[config.mk]
export PLATFORM = sky130hd
export DESIGN_NAME = h264residual
export DESIGN_NICKNAME = d
export VERILOG_FILES = /design/src/rtl/h264_pkg.sv /design/src/rtl/h264residual_fifo.sv /design/src/rtl/h264residual.sv
export SDC_FILE = /design/constraint.sdc
export NUM_CORES = 1
export LEC_CHECK = 0
export CAP_MARGIN = 20
export CORE_MARGIN = 2
export CORE_UTILIZATION = 43
export DETAILED_ROUTE_END_ITERATION = 10
export PLACE_DENSITY = 0.57
export SLEW_MARGIN = 40
export SYNTH_ARGS = -nofsm -noshare
export SYNTH_HDL_FRONTEND = slang
export SYNTH_SLANG_ARGS = --single-unit
[constraint.sdc]
create_clock -name CLK2 -period 5.5 [get_ports CLK2]
set_input_delay 0.55 -clock CLK2 [delete_from_list [all_inputs] [get_ports CLK2]]
set_output_delay 0.55 -clock CLK2 [all_outputs]
set_load 0.01 [all_outputs]
[src/rtl/h264_pkg.sv]
// h264_pkg: shared widths, packed pixel/residual word types and the per-lane
// residual subtraction used by the h264residual forward path.
package h264_pkg;

  localparam int PIX_W = 8;
  localparam int RES_W = 9;
  localparam int LANES = 4;

  typedef logic [LANES*PIX_W-1:0] pix4_t;
  typedef logic [LANES*RES_W-1:0] res4_t;

  // Both operands are zero-extended to 9 bits, so the difference always fits
  // in -255..+255 and never needs clipping.
  function automatic logic signed [RES_W-1:0] pix_sub(input logic [PIX_W-1:0] cur,
                                                      input logic [PIX_W-1:0] base);
    logic signed [RES_W-1:0] c;
    logic signed [RES_W-1:0] b;
    c = $signed({1'b0, cur});
    b = $signed({1'b0, base});
    return c - b;
  endfunction

endpackage

[src/rtl/h264residual_fifo.sv]
// h264residual_fifo: synchronous FIFO holding {chroma, base} prediction entries.
//   CLK2, RESET      clock, asynchronous active-high reset
//   flush            synchronous clear of pointers and count
//   push, wdata      write request and entry
//   pop, rdata       read request; rdata shows the head entry combinationally
//   count            occupancy, 0..DEPTH
//   full, empty      occupancy flags
//   ovf, udf         single-cycle pulses: push dropped / pop on empty
module h264residual_fifo #(
  parameter int DEPTH = 16,
  parameter int W     = 33
) (
  input  logic                       CLK2,
  input  logic                       RESET,
  input  logic                       flush,
  input  logic                       push,
  input  logic [W-1:0]               wdata,
  input  logic                       pop,
  output logic [W-1:0]               rdata,
  output logic [$clog2(DEPTH):0]     count,
  output logic                       full,
  output logic                       empty,
  output logic                       ovf,
  output logic                       udf
);

  localparam int AW = $clog2(DEPTH);

  logic [W-1:0]  mem [DEPTH];
  logic [AW-1:0] wr_ptr;
  logic [AW-1:0] rd_ptr;
  logic          do_push;
  logic          do_pop;

  assign empty = (count == '0);
  assign full  = (count == (AW+1)'(DEPTH));

  // A push into a full FIFO is legal only when the head leaves in the same cycle.
  assign do_pop  = pop  & ~flush & ~empty;
  assign do_push = push & ~flush & (~full | do_pop);
  assign ovf     = push & ~flush & full & ~do_pop;
  assign udf     = pop  & ~flush & empty;

  assign rdata = mem[rd_ptr];

  always_ff @(posedge CLK2 or posedge RESET) begin
    if (RESET) begin
      wr_ptr <= '0;
      rd_ptr <= '0;
      count  <= '0;
    end else if (flush) begin
      wr_ptr <= '0;
      rd_ptr <= '0;
      count  <= '0;
    end else begin
      if (do_push) wr_ptr <= wr_ptr + 1'b1;
      if (do_pop)  rd_ptr <= rd_ptr + 1'b1;
      case ({do_push, do_pop})
        2'b10:   count <= count + 1'b1;
        2'b01:   count <= count - 1'b1;
        default: count <= count;
      endcase
    end
  end

  always_ff @(posedge CLK2) begin
    if (do_push) mem[wr_ptr] <= wdata;
  end

endmodule

[src/rtl/h264residual.sv]
// h264residual: buffers prediction words, subtracts them from current-pixel
// words and emits 4x9-bit residuals with the matching base forwarded alongside.
//   CLK2, RESET                  clock, asynchronous active-high reset
//   NEWSLICE                     synchronous flush at slice start (ERR kept)
//   BSTROBEI, BCHROMAI, BASEI    prediction word in
//   STROBEI, CHROMAI, DATAI      current-pixel word in, pops one base
//   READY                        room for a full quad in the base FIFO
//   STROBEO / CSTROBEO, DATAO    luma / chroma residual out (latency 2)
//   BSTROBEO, BCHROMAO, BASEO    forwarded base aligned with DATAO
//   ERR                          sticky protocol error
module h264residual
  import h264_pkg::*;
#(
  parameter int DEPTH = 16
) (
  input  logic        CLK2,
  input  logic        RESET,
  input  logic        NEWSLICE,
  input  logic        BSTROBEI,
  input  logic        BCHROMAI,
  input  logic [31:0] BASEI,
  input  logic        STROBEI,
  input  logic        CHROMAI,
  input  logic [31:0] DATAI,
  output logic        READY,
  output logic        STROBEO,
  output logic        CSTROBEO,
  output logic [35:0] DATAO,
  output logic        BSTROBEO,
  output logic        BCHROMAO,
  output logic [31:0] BASEO,
  output logic        ERR
);

  localparam int AW = $clog2(DEPTH);

  logic          push_p0;
  logic          pop_p0;
  logic          pop_do_p0;
  logic          push_acc_p0;
  logic [32:0]   head_p0;
  logic [AW:0]   count;
  logic          full;
  logic          empty;
  logic          ovf;
  logic          udf;
  pix4_t         base_p0;
  logic          chroma_p0;
  logic          mismatch_p0;
  res4_t         diff_p0;

  logic          vld_p1;
  logic          chroma_p1;
  res4_t         diff_p1;
  pix4_t         base_p1;

  logic [1:0]    push_run;
  logic [1:0]    pop_run;
  logic          bstb_q;
  logic          stb_q;
  logic          align_err;

  // Strobes arriving together with NEWSLICE belong to the old slice and are ignored.
  assign push_p0 = BSTROBEI & ~NEWSLICE;
  assign pop_p0  = STROBEI  & ~NEWSLICE;

  h264residual_fifo #(
    .DEPTH (DEPTH),
    .W     (33)
  ) u_fifo (
    .CLK2  (CLK2),
    .RESET (RESET),
    .flush (NEWSLICE),
    .push  (push_p0),
    .wdata ({BCHROMAI, BASEI}),
    .pop   (pop_p0),
    .rdata (head_p0),
    .count (count),
    .full  (full),
    .empty (empty),
    .ovf   (ovf),
    .udf   (udf)
  );

  assign READY       = (count <= (AW+1)'(DEPTH-4));
  assign pop_do_p0   = pop_p0 & ~empty;
  assign push_acc_p0 = push_p0 & (~full | pop_do_p0);

  // On underflow the base is zero and the chroma tag comes from the current word;
  // a same-cycle push into an empty FIFO is deliberately not bypassed.
  assign base_p0     = empty ? '0 : head_p0[31:0];
  assign chroma_p0   = empty ? CHROMAI : head_p0[32];
  assign mismatch_p0 = pop_do_p0 & (CHROMAI != head_p0[32]);

  always_comb begin
    diff_p0 = '0;
    for (int k = 0; k < LANES; k++) begin
      diff_p0[k*RES_W +: RES_W] = pix_sub(DATAI[k*PIX_W +: PIX_W], base_p0[k*PIX_W +: PIX_W]);
    end
  end

  // ---- stage p0 -> p1: lane differences, base and chroma registered ----
  always_ff @(posedge CLK2 or posedge RESET) begin
    if (RESET) begin
      vld_p1    <= 1'b0;
      chroma_p1 <= 1'b0;
    end else begin
      vld_p1    <= pop_p0;
      chroma_p1 <= chroma_p0;
    end
  end

  always_ff @(posedge CLK2) begin
    if (pop_p0) begin
      diff_p1 <= diff_p0;
      base_p1 <= base_p0;
    end
  end

  // ---- stage p1 -> p2: steered outputs ----
  always_ff @(posedge CLK2 or posedge RESET) begin
    if (RESET) begin
      STROBEO  <= 1'b0;
      CSTROBEO <= 1'b0;
      BCHROMAO <= 1'b0;
      DATAO    <= '0;
      BASEO    <= '0;
    end else begin
      STROBEO  <= vld_p1 & ~chroma_p1 & ~NEWSLICE;
      CSTROBEO <= vld_p1 &  chroma_p1 & ~NEWSLICE;
      if (vld_p1 & ~NEWSLICE) begin
        BCHROMAO <= chroma_p1;
        DATAO    <= diff_p1;
        BASEO    <= base_p1;
      end
    end
  end

  assign BSTROBEO = STROBEO | CSTROBEO;

  // Quad alignment: a strobe run must end on a multiple of four transfers.
  always_ff @(posedge CLK2 or posedge RESET) begin
    if (RESET) begin
      push_run <= '0;
      pop_run  <= '0;
      bstb_q   <= 1'b0;
      stb_q    <= 1'b0;
    end else if (NEWSLICE) begin
      push_run <= '0;
      pop_run  <= '0;
      bstb_q   <= 1'b0;
      stb_q    <= 1'b0;
    end else begin
      bstb_q <= BSTROBEI;
      stb_q  <= STROBEI;
      if (push_acc_p0) push_run <= push_run + 1'b1;
      if (pop_do_p0)   pop_run  <= pop_run + 1'b1;
    end
  end

  assign align_err = ~NEWSLICE &
                     ((bstb_q & ~BSTROBEI & (push_run != 2'd0)) |
                      (stb_q  & ~STROBEI  & (pop_run  != 2'd0)));

  always_ff @(posedge CLK2 or posedge RESET) begin
    if (RESET) begin
      ERR <= 1'b0;
    end else if (ovf | udf | mismatch_p0 | align_err) begin
      ERR <= 1'b1;
    end
  end

endmodule

==> impl_metrics.csv, run 1 <==
group,metric,value,unit
run_status,status,"completed",
setup_path,worstPathRequired,5.95,ns
floorplanning,io_pins,145,
sta,clock_skew,0.01913,ns
sta,setup_viol,0,
setup_path,cp_cell_sequence,"buf_4, mux4_2, o22ai_1, a211oi_1, ha_1, inv_1, fa_1, a21o_1, a21oi_1, o21bai_1, a21oi_1, nor2_1, a211oi_1",
clocking,clk_latency,0.61,ns
yosys,synth_warnings,0,
yosys,syn_inst,1507,
floorplanning,die_area,65890,sq um
yosys,synth-main-ff-cell,"edfxtp_1",
clocking,post_cts_resized,0,
yosys,ys_async_sr_fraction,13.37,%
setup_path,crit_fanout,44,
clocking,cts_tree,"yes",
sta,fin_tns_setup,0,ns
yosys,ys_seq_area_share,73.57,%
sta,rsz0062_at_grt,"false",
drt,drc,0,
setup_path,worstSetupPathType,"reg -> reg",
global_route,grt_overflow,0,
placed_design,place.gp.congestion,0.7362,
yosys,synth_area_per_cell,18.22,sq um
power_and_ir_drop,p_leak,10.91,nW
sta,drv_slew,0,
floorplanning,initial_core_util,43.53,%
setup_path,endpoint_kind,"flop",
global_route,grt_max_degree,66,
drt,drt_iter0_drc,1129,
clocking,cts_buffer_depth,3,
setup_path,max_stage_delay,0.72,ns
clocking,ctsHtreeMaxLevel,3,
sta,fin_hold_ws,0.3943,ns
placed_design,portBuffers,144,
floorplanning,core,63080,sq um
drt,vias,14160,
clocking,numCtsBuffers,72,
sta,min_period_over_period,77.65,%
clocking,clk_pin_slew,0.06,ns
global_route,grt_pass1_wl,94070,microns
yosys,synth-edff-count,596,
setup_path,cp-start-kind,"flop",
power_and_ir_drop,max-vdd-ir-drop,0.2006,mV
yosys,synth_cell_type_count,47,
run,drv_cap,0,
setup_path,cpMaxStageDelayCell,"dfrtp_4",
sta,tightest_slew,0.7790,ns
clocking,cts_hold_buffers,0,
placed_design,dp_hpwl,36440,microns
floorplanning,num_rows,92,
yosys,synth_nets,1623,
drt,wirelength,62940,microns
final_layout,n_fill_cell,5146,
setup_path,path_delay_family,"compound AO/OA/AOI/OAI gates",
drt,ant_nets,0,
sta,max-slew-margin-rel,47.72,%
setup_path,path_buf_inv,2,
sta,finalCriticalPeriod,4.271,ns
global_route,grt_pass1_vias,14600,
drt,wire_per_inst,24.26,microns
floorplanning,die_h,256.7,microns
drt,dr.pass1.iters,5,
global_route,grt_usage,19.27,%
hold_path,min_path_type,"in -> async",
setup_path,arrival,4.72,ns
drt,routed_via_density,5.457,
final_layout,drive_above_1_share,17.70,%
power_and_ir_drop,p_per_area,461.0,nW/um^2
global_route,antenna_found_initial,5,
final_layout,finalNetCount,1806,
sta,hold_viol,0,
yosys,ys_seq_elements,688,
final_layout,areaGrowthSynthToFinish,18.09,%
clocking,cts_root_buf,"clkbuf_16",
sta,fmax,234.2,MHz
clocking,postCtsSetupRepairBufs,0,
yosys,syn-cell-area,27460,sq um
clocking,cts.sinks,688,
floorplanning,dieWidth,256.7,microns
layout make-up:
cell class	count	area [sq um]	area share, %
Tap cell	846	1059	3.265
Sequential cell	688	20210	62.32
Clock buffer	110	2151	6.634
Inverter	66	250.2	0.7718
Antenna cell	3	7.507	0.02315
Multi-Input combinational cell	681	6777	20.90
Clock inverter	20	152.6	0.4708
Timing Repair Buffer	181	1819	5.611
worst paths after layout:
path                                   from          end  cells past startpoint  slack [ns]
setup / recovery           u_fifo.rd_ptr[1]  diff_p1[17]                     13        1.23
hold / removal                        RESET     BASEO[7]                      2        0.39
setup reg to reg           u_fifo.rd_ptr[1]  diff_p1[17]                     13        1.23
hold reg to reg                   chroma_p1      STROBEO                      1        0.47
max in group asynchronous             RESET    DATAO[25]                      3        4.06
min in group CLK2                 chroma_p1      STROBEO                      1        0.47
metal layers:
layer / GRT usage (%) / vias up / wire length (microns)
li1: - / 6360 / -
met1: 26.08 / 7394 / 27760
met2: 32.09 / 328 / 30940
met3: 3.401 / 74 / 3086
met4: 5.491 / 4 / 1119
met5: 0 / - / 29
through the flow:
step                worst slack [ns]  area, sq um  power (mW)  std cells  util (%)
floorplan                     0.6166        27460       9.041       1507         -
global placement               1.040        30110       10.34       2462     47.72
detailed placement             1.166        30110       10.40       2462     47.73
CTS                            1.150        32410       15.14       2592     51.39
global route                  0.8674        32410       15.68       2592     51.39
finish                         1.229        32420       14.95       2595     51.40
cell usage after synthesis (11+ instances only):
cell type    n  area (sq um)
ha_1        41         513.0
or3_1       32         200.2
mux2i_1    131          1311
nand2_1     33         123.9
dfrtp_1     92          2302
o21ai_0     13         65.06
nor3_1      11         55.05
xnor2_1     17         148.9
buf_4       16         120.1
a21oi_1     21         105.1
mux2_2      71         799.5
inv_1       66         247.7
mux4_2      68          1531
o22ai_1     33         206.5
nor2_1      30         112.6
a21boi_1    27         202.7
xor2_1      11         96.34
clkbuf_1    40         150.1
o221ai_1    64         560.5
edfxtp_1   596         17900
buf_2       15         75.07
cell families after synthesis:
kind of cell | after synthesis | synth area share, %
xor gates and xnor gates | 28 | 0.8932
DFF | 688 | 73.57
and+or+nand+nor | 142 | 2.675
AOI/OAI and AO/OA | 196 | 5.236
adders and majority gates | 45 | 2.160
buffers and inverters | 138 | 2.201
muxes | 270 | 13.27
registers in the layout, indices dropped and copies added (netlist names):
name	flops
ERR	1
diff_p1	36
bstb_q	1
u_fifo.rd_ptr	4
u_fifo.mem	528
DATAO	36
u_fifo.wr_ptr	4
pop_run	2
base_p1	32
push_run	2
chroma_p1	1
CSTROBEO	1
stb_q	1
STROBEO	1
BASEO	32
u_fifo.count	5
BCHROMAO	1
worst register-to-register path, cell delays in order (launching register included):
cell and delay, ns:
dfrtp_4 0.72, buf_4 0.72, mux4_2 0.37, o22ai_1 0.08, a211oi_1 0.43, ha_1 0.30
inv_1 0.07, fa_1 0.40, a21o_1 0.18, a21oi_1 0.23, o21bai_1 0.11, a21oi_1 0.24
nor2_1 0.08, a211oi_1 0.19
placed cells by master, fill, tap and decap left out, types with 11 or more instances in the layout:
cell type | synthesis | routed
a21boi_1 | 27 | 27
a21oi_1 | 21 | 21
buf_4 | 16 | 29
clkbuf_1 | 40 | 23
clkbuf_16 | 0 | 77
clkdlybuf4s50_1 | 0 | 144
dfrtp_1 | 92 | 90
edfxtp_1 | 596 | 596
ha_1 | 41 | 41
inv_1 | 66 | 64
mux2_2 | 71 | 71
mux2i_1 | 131 | 131
mux4_2 | 68 | 68
nand2_1 | 33 | 32
nor2_1 | 30 | 25
o21ai_0 | 13 | 13
o221ai_1 | 64 | 64
o22ai_1 | 33 | 33
or3_1 | 32 | 32
xnor2_1 | 17 | 17
xor2_1 | 11 | 11
report_power, final:
part / switching (mW) / leakage (nW) / internal (mW)
combinational: 1.89 / 3.26 / 1.82
clock: 1.93 / 1.13 / 2.79
sequential: 0.276 / 6.52 / 6.25
Power figures use the tool's default switching activity.
==> run 2: changes to the inputs <==
==> constraint.sdc (replaced) <==
create_clock -name CLK2 -period 3.95 [get_ports CLK2]
set_input_delay 0.395 -clock CLK2 [delete_from_list [all_inputs] [get_ports CLK2]]
set_output_delay 0.395 -clock CLK2 [all_outputs]
set_load 0.01 [all_outputs]
==> run 2 against run 1 <==
Count of clock-buffer cells in the layout down 14. Critical path depth is 1 lower. Maximum frequency is 16% higher. Register-to-register slack got worse by 0.96 ns. Combinational power rose by 47%. Highest routed layer unchanged.
==> impl_metrics.csv, run 2 (same netlist as run 1, synthesis figures left out) <==
group,metric,value,unit
placed_design,portBuffers,144,
drt,vias,14400,
clocking,clk_latency,0.60,ns
sta,clock_skew,0.01524,ns
global_route,grt_pass1_wl,94270,microns
clocking,cts_root_buf,"clkbuf_16",
floorplanning,initial_core_util,43.53,%
drt,wire_per_inst,24.19,microns
setup_path,worstSetupPathType,"reg -> reg",
setup_path,worstPathRequired,4.38,ns
setup_path,endpoint_kind,"flop",
clocking,ctsHtreeMaxLevel,3,
floorplanning,die_h,256.7,microns
run,drv_cap,0,
sta,fin_hold_ws,0.2991,ns
global_route,grt_usage,19.29,%
clocking,cts.sinks,688,
run_status,status,"completed",
power_and_ir_drop,p_leak,11.10,nW
drt,drt_iter0_drc,1026,
sta,max-slew-margin-rel,50.25,%
setup_path,crit_fanout,18,
setup_path,timing.rr.start,"u_fifo.rd_ptr[1]",
clocking,post_cts_resized,0,
clocking,clk_pin_slew,0.06,ns
global_route,grt_max_degree,78,
clocking,cts_hold_buffers,0,
setup_path,r2r_cells,12,
setup_path,arrival,4.10,ns
final_layout,top_regs,"u_fifo.mem x528, DATAO x36, diff_p1 x36",
final_layout,layout_commonest_cell,"edfxtp_1",
clocking,cts_buffer_depth,3,
power_and_ir_drop,max-vdd-ir-drop,0.3012,mV
placed_design,dp_hpwl,36400,microns
drt,dr.pass1.iters,5,
setup_path,cp-start-kind,"flop",
global_route,grt_pass1_vias,14560,
clocking,cts_tree,"yes",
drt,wirelength,63380,microns
sta,tightest_slew,0.7463,ns
floorplanning,io_pins,145,
final_layout,finalNetCount,1833,
floorplanning,num_rows,92,
drt,routed_via_density,5.494,
hold_path,min_path_type,"in -> async",
drt,drc,0,
floorplanning,dieWidth,256.7,microns
placed_design,place.gp.congestion,0.7617,
final_layout,top_register,"u_fifo.mem",
final_layout,final_cell_mix,"596 x edfxtp_1, 144 x clkdlybuf4s50_1, 131 x mux2i_1, 90 x dfrtp_1, 78 x clkbuf_16",
sta,min_period_over_period,93.06,%
global_route,grt_overflow,0,
drt,ant_nets,0,
sta,hold_viol,0,
sta,setup_viol,0,
clocking,postCtsSetupRepairBufs,0,
power_and_ir_drop,p_per_area,645.1,nW/um^2
setup_path,reg2reg_to,"diff_p1[17]",
final_layout,largest_reg_flops,528,
floorplanning,core,63080,sq um
sta,rsz0062_at_grt,"false",
clocking,numCtsBuffers,72,
setup_path,r2r_slack,0.27,ns
sta,fmax,272.0,MHz
global_route,antenna_found_initial,4,
sta,finalCriticalPeriod,3.676,ns
final_layout,areaGrowthSynthToFinish,19.66,%
floorplanning,die_area,65890,sq um
final_layout,drive_above_1_share,18.97,%
sta,drv_slew,0,
sta,fin_tns_setup,0,ns
==> run 2: cell types whose count changed in the layout (fill, tap and decap cells not counted), moves of 4 or more <==
| cell | before | now |
|---|---|---|
| clkinv_1 | 10 | 17 |
| bufinv_16 | 2 | 6 |
| buf_4 | 29 | 41 |
| buf_12 | 8 | 22 |
| clkbuf_1 | 23 | 14 |
| clkbuf_8 | 10 | 4 |
==> run 2: how the worst max path moves through the flow <==
| stage | from | endpoint | slack, ns |
|---|---|---|---|
| finish | u_fifo.rd_ptr[1] | diff_p1[17] | 0.27 |
| global route | u_fifo.rd_ptr[0] | diff_p1[17] | 0.001 |
| CTS | u_fifo.rd_ptr[1] | diff_p1[6] | 0.14 |
| detailed placement | u_fifo.rd_ptr[1] | diff_p1[6] | 0.17 |
| global placement | u_fifo.rd_ptr[1] | diff_p1[6] | 0.27 |
| floorplan | NEWSLICE | u_fifo.mem[0][0] | -0.62 |
==> run 2: critical path, cell delays in order (launching register included) <==
cell and delay [ns]:
dfrtp_4 0.50, nand2b_2 0.33, buf_4 0.29, o221ai_1 0.24, a21boi_1 0.10, or3_1 0.50
fa_1 0.49, a21o_1 0.18, a21oi_1 0.22, o21bai_1 0.10, a21oi_1 0.25, nor2_1 0.08
a211oi_1 0.22
==> run 2: per-stage QoR <==
step / cells / worst slack (ns) / utilization [%] / total power, mW / cell area (sq um)
final: 2620 / 0.2742 / 52.08 / 21.20 / 32850
after global routing: 2619 / 0.0009788 / 52.08 / 22.21 / 32850
after CTS: 2617 / 0.1351 / 52.05 / 21.44 / 32830
after detailed placement: 2489 / 0.1663 / 48.31 / 14.68 / 30470
after global placement: 2489 / 0.2712 / 48.31 / 14.59 / 30470
after floorplan: 1507 / -0.6160 / - / 12.59 / 27460
==> run 2: layout make-up <==
class / instances / area (sq um)
timing repair buffer: 208 / 2201
antenna: 3 / 7.507
fill: 5107 / 30230
sequential: 688 / 20210
inverter: 66 / 252.7
clock buffer: 96 / 2059
tap: 846 / 1059
multi-input combinational: 681 / 6769
clock inverter: 32 / 299.0
==> run 2: power breakdown <==
part,internal (mW),leakage (nW),switching (mW),total (mW)
clock network,4.04,1.15,2.69,6.73
registers,8.70,6.52,0.294,9.00
logic,2.69,3.44,2.77,5.47
total,15.4,11.1,5.76,21.2
==> run 2: metal layers <==
layer / part of all wire (%) / global-route usage, %
met1: 44 / 26.75
met2: 48 / 31.19
met3: 5.6 / 3.331
met4: 2.3 / 6.105
met5: 0.039 / 0
==> run 3: changes to the inputs <==
--- a/config.mk
+++ b/config.mk
@@ -6,10 +6,10 @@
 export NUM_CORES = 1
 export LEC_CHECK = 0
 export CAP_MARGIN = 20
-export CORE_MARGIN = 2
+export CORE_MARGIN = 3
 export CORE_UTILIZATION = 43
 export DETAILED_ROUTE_END_ITERATION = 10
-export PLACE_DENSITY = 0.57
+export HOLD_SLACK_MARGIN = 0.15
 export SLEW_MARGIN = 40
 export SYNTH_ARGS = -nofsm -noshare
 export SYNTH_HDL_FRONTEND = slang
==> run 3 against run 2 <==
Maximum frequency down 2.2%. Combinational power down 2%. Cell area down 0.81%. Routed wire length down 1.7%. Hold slack worse by 0.0036 ns. Critical path depth up 2. Flip-flop and latch count unchanged. Clock skew down 0.0018 ns. Die area up 1.6%. Sequential power about the same. Critical path type unchanged. Critical endpoint unchanged. Highest routed layer unchanged.
==> impl_metrics.csv, run 3 (same netlist as run 1, synthesis figures left out) <==
group,metric,value,unit
sta,clock_skew,0.01339,ns
placed_design,place_area,30340,sq um
drt,ant_nets,0,
run,drv_cap,0,
clocking,cts_root_buf,"clkbuf_16",
sta,fmax,266.2,MHz
setup_path,endpoint_kind,"flop",
sta,tightest_slew,0.7675,ns
hold_path,min_path_type,"in -> async",
final_layout,finalNetCount,1823,
setup_path,crit_fanout,17,
power_and_ir_drop,max-vdd-ir-drop,0.2482,mV
global_route,grt_pass1_wl,92720,microns
power_and_ir_drop,total_power,20.75,mW
sta,hold_viol,0,
sta,setup_slack,0.1932,ns
power_and_ir_drop,p_per_area,636.9,nW/um^2
sta,min_period_over_period,95.11,%
final_layout,drive_above_1_share,18.52,%
floorplanning,num_rows,92,
final_layout,regArea,20210,sq um
global_route,grt_usage,18.70,%
clocking,cts_hold_buffers,0,
final_layout,largest_reg_flops,528,
clocking,cts.sinks,688,
drt,wirelength,62300,microns
final_layout,n_fill_cell,5088,
sta,setup_viol,0,
drt,dr.pass1.iters,7,
power_and_ir_drop,p_leak,10.99,nW
floorplanning,dieWidth,258.7,microns
final_layout,top_regs,"u_fifo.mem x528, DATAO x36, diff_p1 x36",
clocking,cts_tree,"yes",
clocking,clk_pin_slew,0.06,ns
drt,vias,14220,
placed_design,dpl_worst_slack,0.1976,ns
setup_path,cp-start-kind,"flop",
final_layout,multi_input_area,6769,sq um
floorplanning,initial_core_util,43.53,%
final_layout,final_area,32590,sq um
final_layout,finalNonFillerCells,2608,
sta,max-slew-margin-rel,48.84,%
sta,rsz0062_at_grt,"false",
clocking,numCtsBuffers,71,
setup_path,arrival,4.17,ns
final_layout,final_cell_mix,"596 x edfxtp_1, 144 x clkdlybuf4s50_1, 131 x mux2i_1, 90 x dfrtp_1, 74 x clkbuf_16",
drt,drt_iter0_drc,1225,
sta,fin_tns_setup,0,ns
clocking,postCtsSetupRepairBufs,0,
clocking,ctsHtreeMaxLevel,3,
sta,finalCriticalPeriod,3.757,ns
floorplanning,die_h,258.7,microns
global_route,grt_pass1_vias,14480,
global_route,antenna_found_initial,8,
global_route,grt_max_degree,80,
setup_path,worstSetupPathType,"reg -> reg",
global_route,grt_overflow,0,
final_layout,areaGrowthSynthToFinish,18.69,%
drt,routed_via_density,5.451,
placed_design,placed_cells,2480,
placed_design,place.gp.congestion,0.7451,
setup_path,worstPathRequired,4.36,ns
clocking,clk_latency,0.59,ns
final_layout,top_register,"u_fifo.mem",
clocking,cts_buffer_depth,3,
floorplanning,die_area,66920,sq um
floorplanning,io_pins,145,
sta,drv_slew,0,
drt,drc,0,
run_status,status,"completed",
placed_design,dp_hpwl,35950,microns
placed_design,portBuffers,144,
final_layout,layout_commonest_cell,"edfxtp_1",
drt,wire_per_inst,23.89,microns
floorplanning,core,63080,sq um
## run 3: changes by cell type in the layout (fill, tap and decap cells not counted), sizes merged
cell    previous run  this run
buf               64        55
clkbuf            96        98
clkinv            23        22
inv               68        67
diode              3         2
bufinv             6         4
## run 3: power by group
part | leakage (nW) | internal (mW) | switching, mW
clock | 1.09 | 3.78 | 2.62
sequential | 6.52 | 8.70 | 0.275
combinational | 3.38 | 2.62 | 2.75
## run 3: worst max-delay path, stage by stage, from the launching register on
cell	delay (ns)
dfrtp_4	0.43
buf_12	0.18
buf_12	0.20
buf_4	0.29
mux2i_1	0.12
o221ai_1	0.29
o22ai_1	0.18
or3_1	0.43
ha_1	0.35
a21o_1	0.20
a21oi_1	0.24
o21bai_1	0.10
a21oi_1	0.23
nor2_1	0.09
a211oi_1	0.22
## run 3: final timing paths
| check | cells past startpoint | to | slack [ns] | start |
|---|---|---|---|---|
| max in group asynchronous | 3 | DATAO[18] | 2.98 | RESET |
| worst max-delay path | 14 | diff_p1[17] | 0.19 | u_fifo.rd_ptr[0] |
| worst min register to register | 1 | STROBEO | 0.45 | chroma_p1 |
| worst min-delay path | 2 | BASEO[5] | 0.30 | RESET |
| min in group CLK2 | 3 | chroma_p1 | 0.40 | CHROMAI |
| worst max register to register | 14 | diff_p1[17] | 0.19 | u_fifo.rd_ptr[0] |
## run 3: timing repair
item | CTS | global route
gates resized for setup | 0 | 3
endpoints found under the hold margin | 0 | 0
setup endpoints to repair | 0 | 2
## run 3: metal layers
metal | vias up | GRT usage, % | share of wire (%)
met5 | - | 0 | 0.072
met4 | 6 | 5.997 | 2.4
met3 | 91 | 3.596 | 5.9
met2 | 404 | 30.88 | 49
met1 | 7331 | 25.15 | 43
li1 | 6385 | - | -
## run 3: area by class of cell
class,instances,share of cell area [%]
diodes,2,0.01536
clock buffers,98,6.112
clock inverters,28,0.7103
repair buffers,199,6.354
multi-input cells,681,20.77
well taps,846,3.248
inverters,66,0.7832
flip-flops and latches,688,62.01
## run 3: metrics by stage
stage | utilization (%) | hold WS, ns
floorplan | - | 0.4164
global placement | 48.10 | 0.4368
detailed placement | 48.10 | 0.4437
CTS | 51.63 | 0.3393
global route | 51.66 | 0.3422
finish | 51.66 | 0.2955
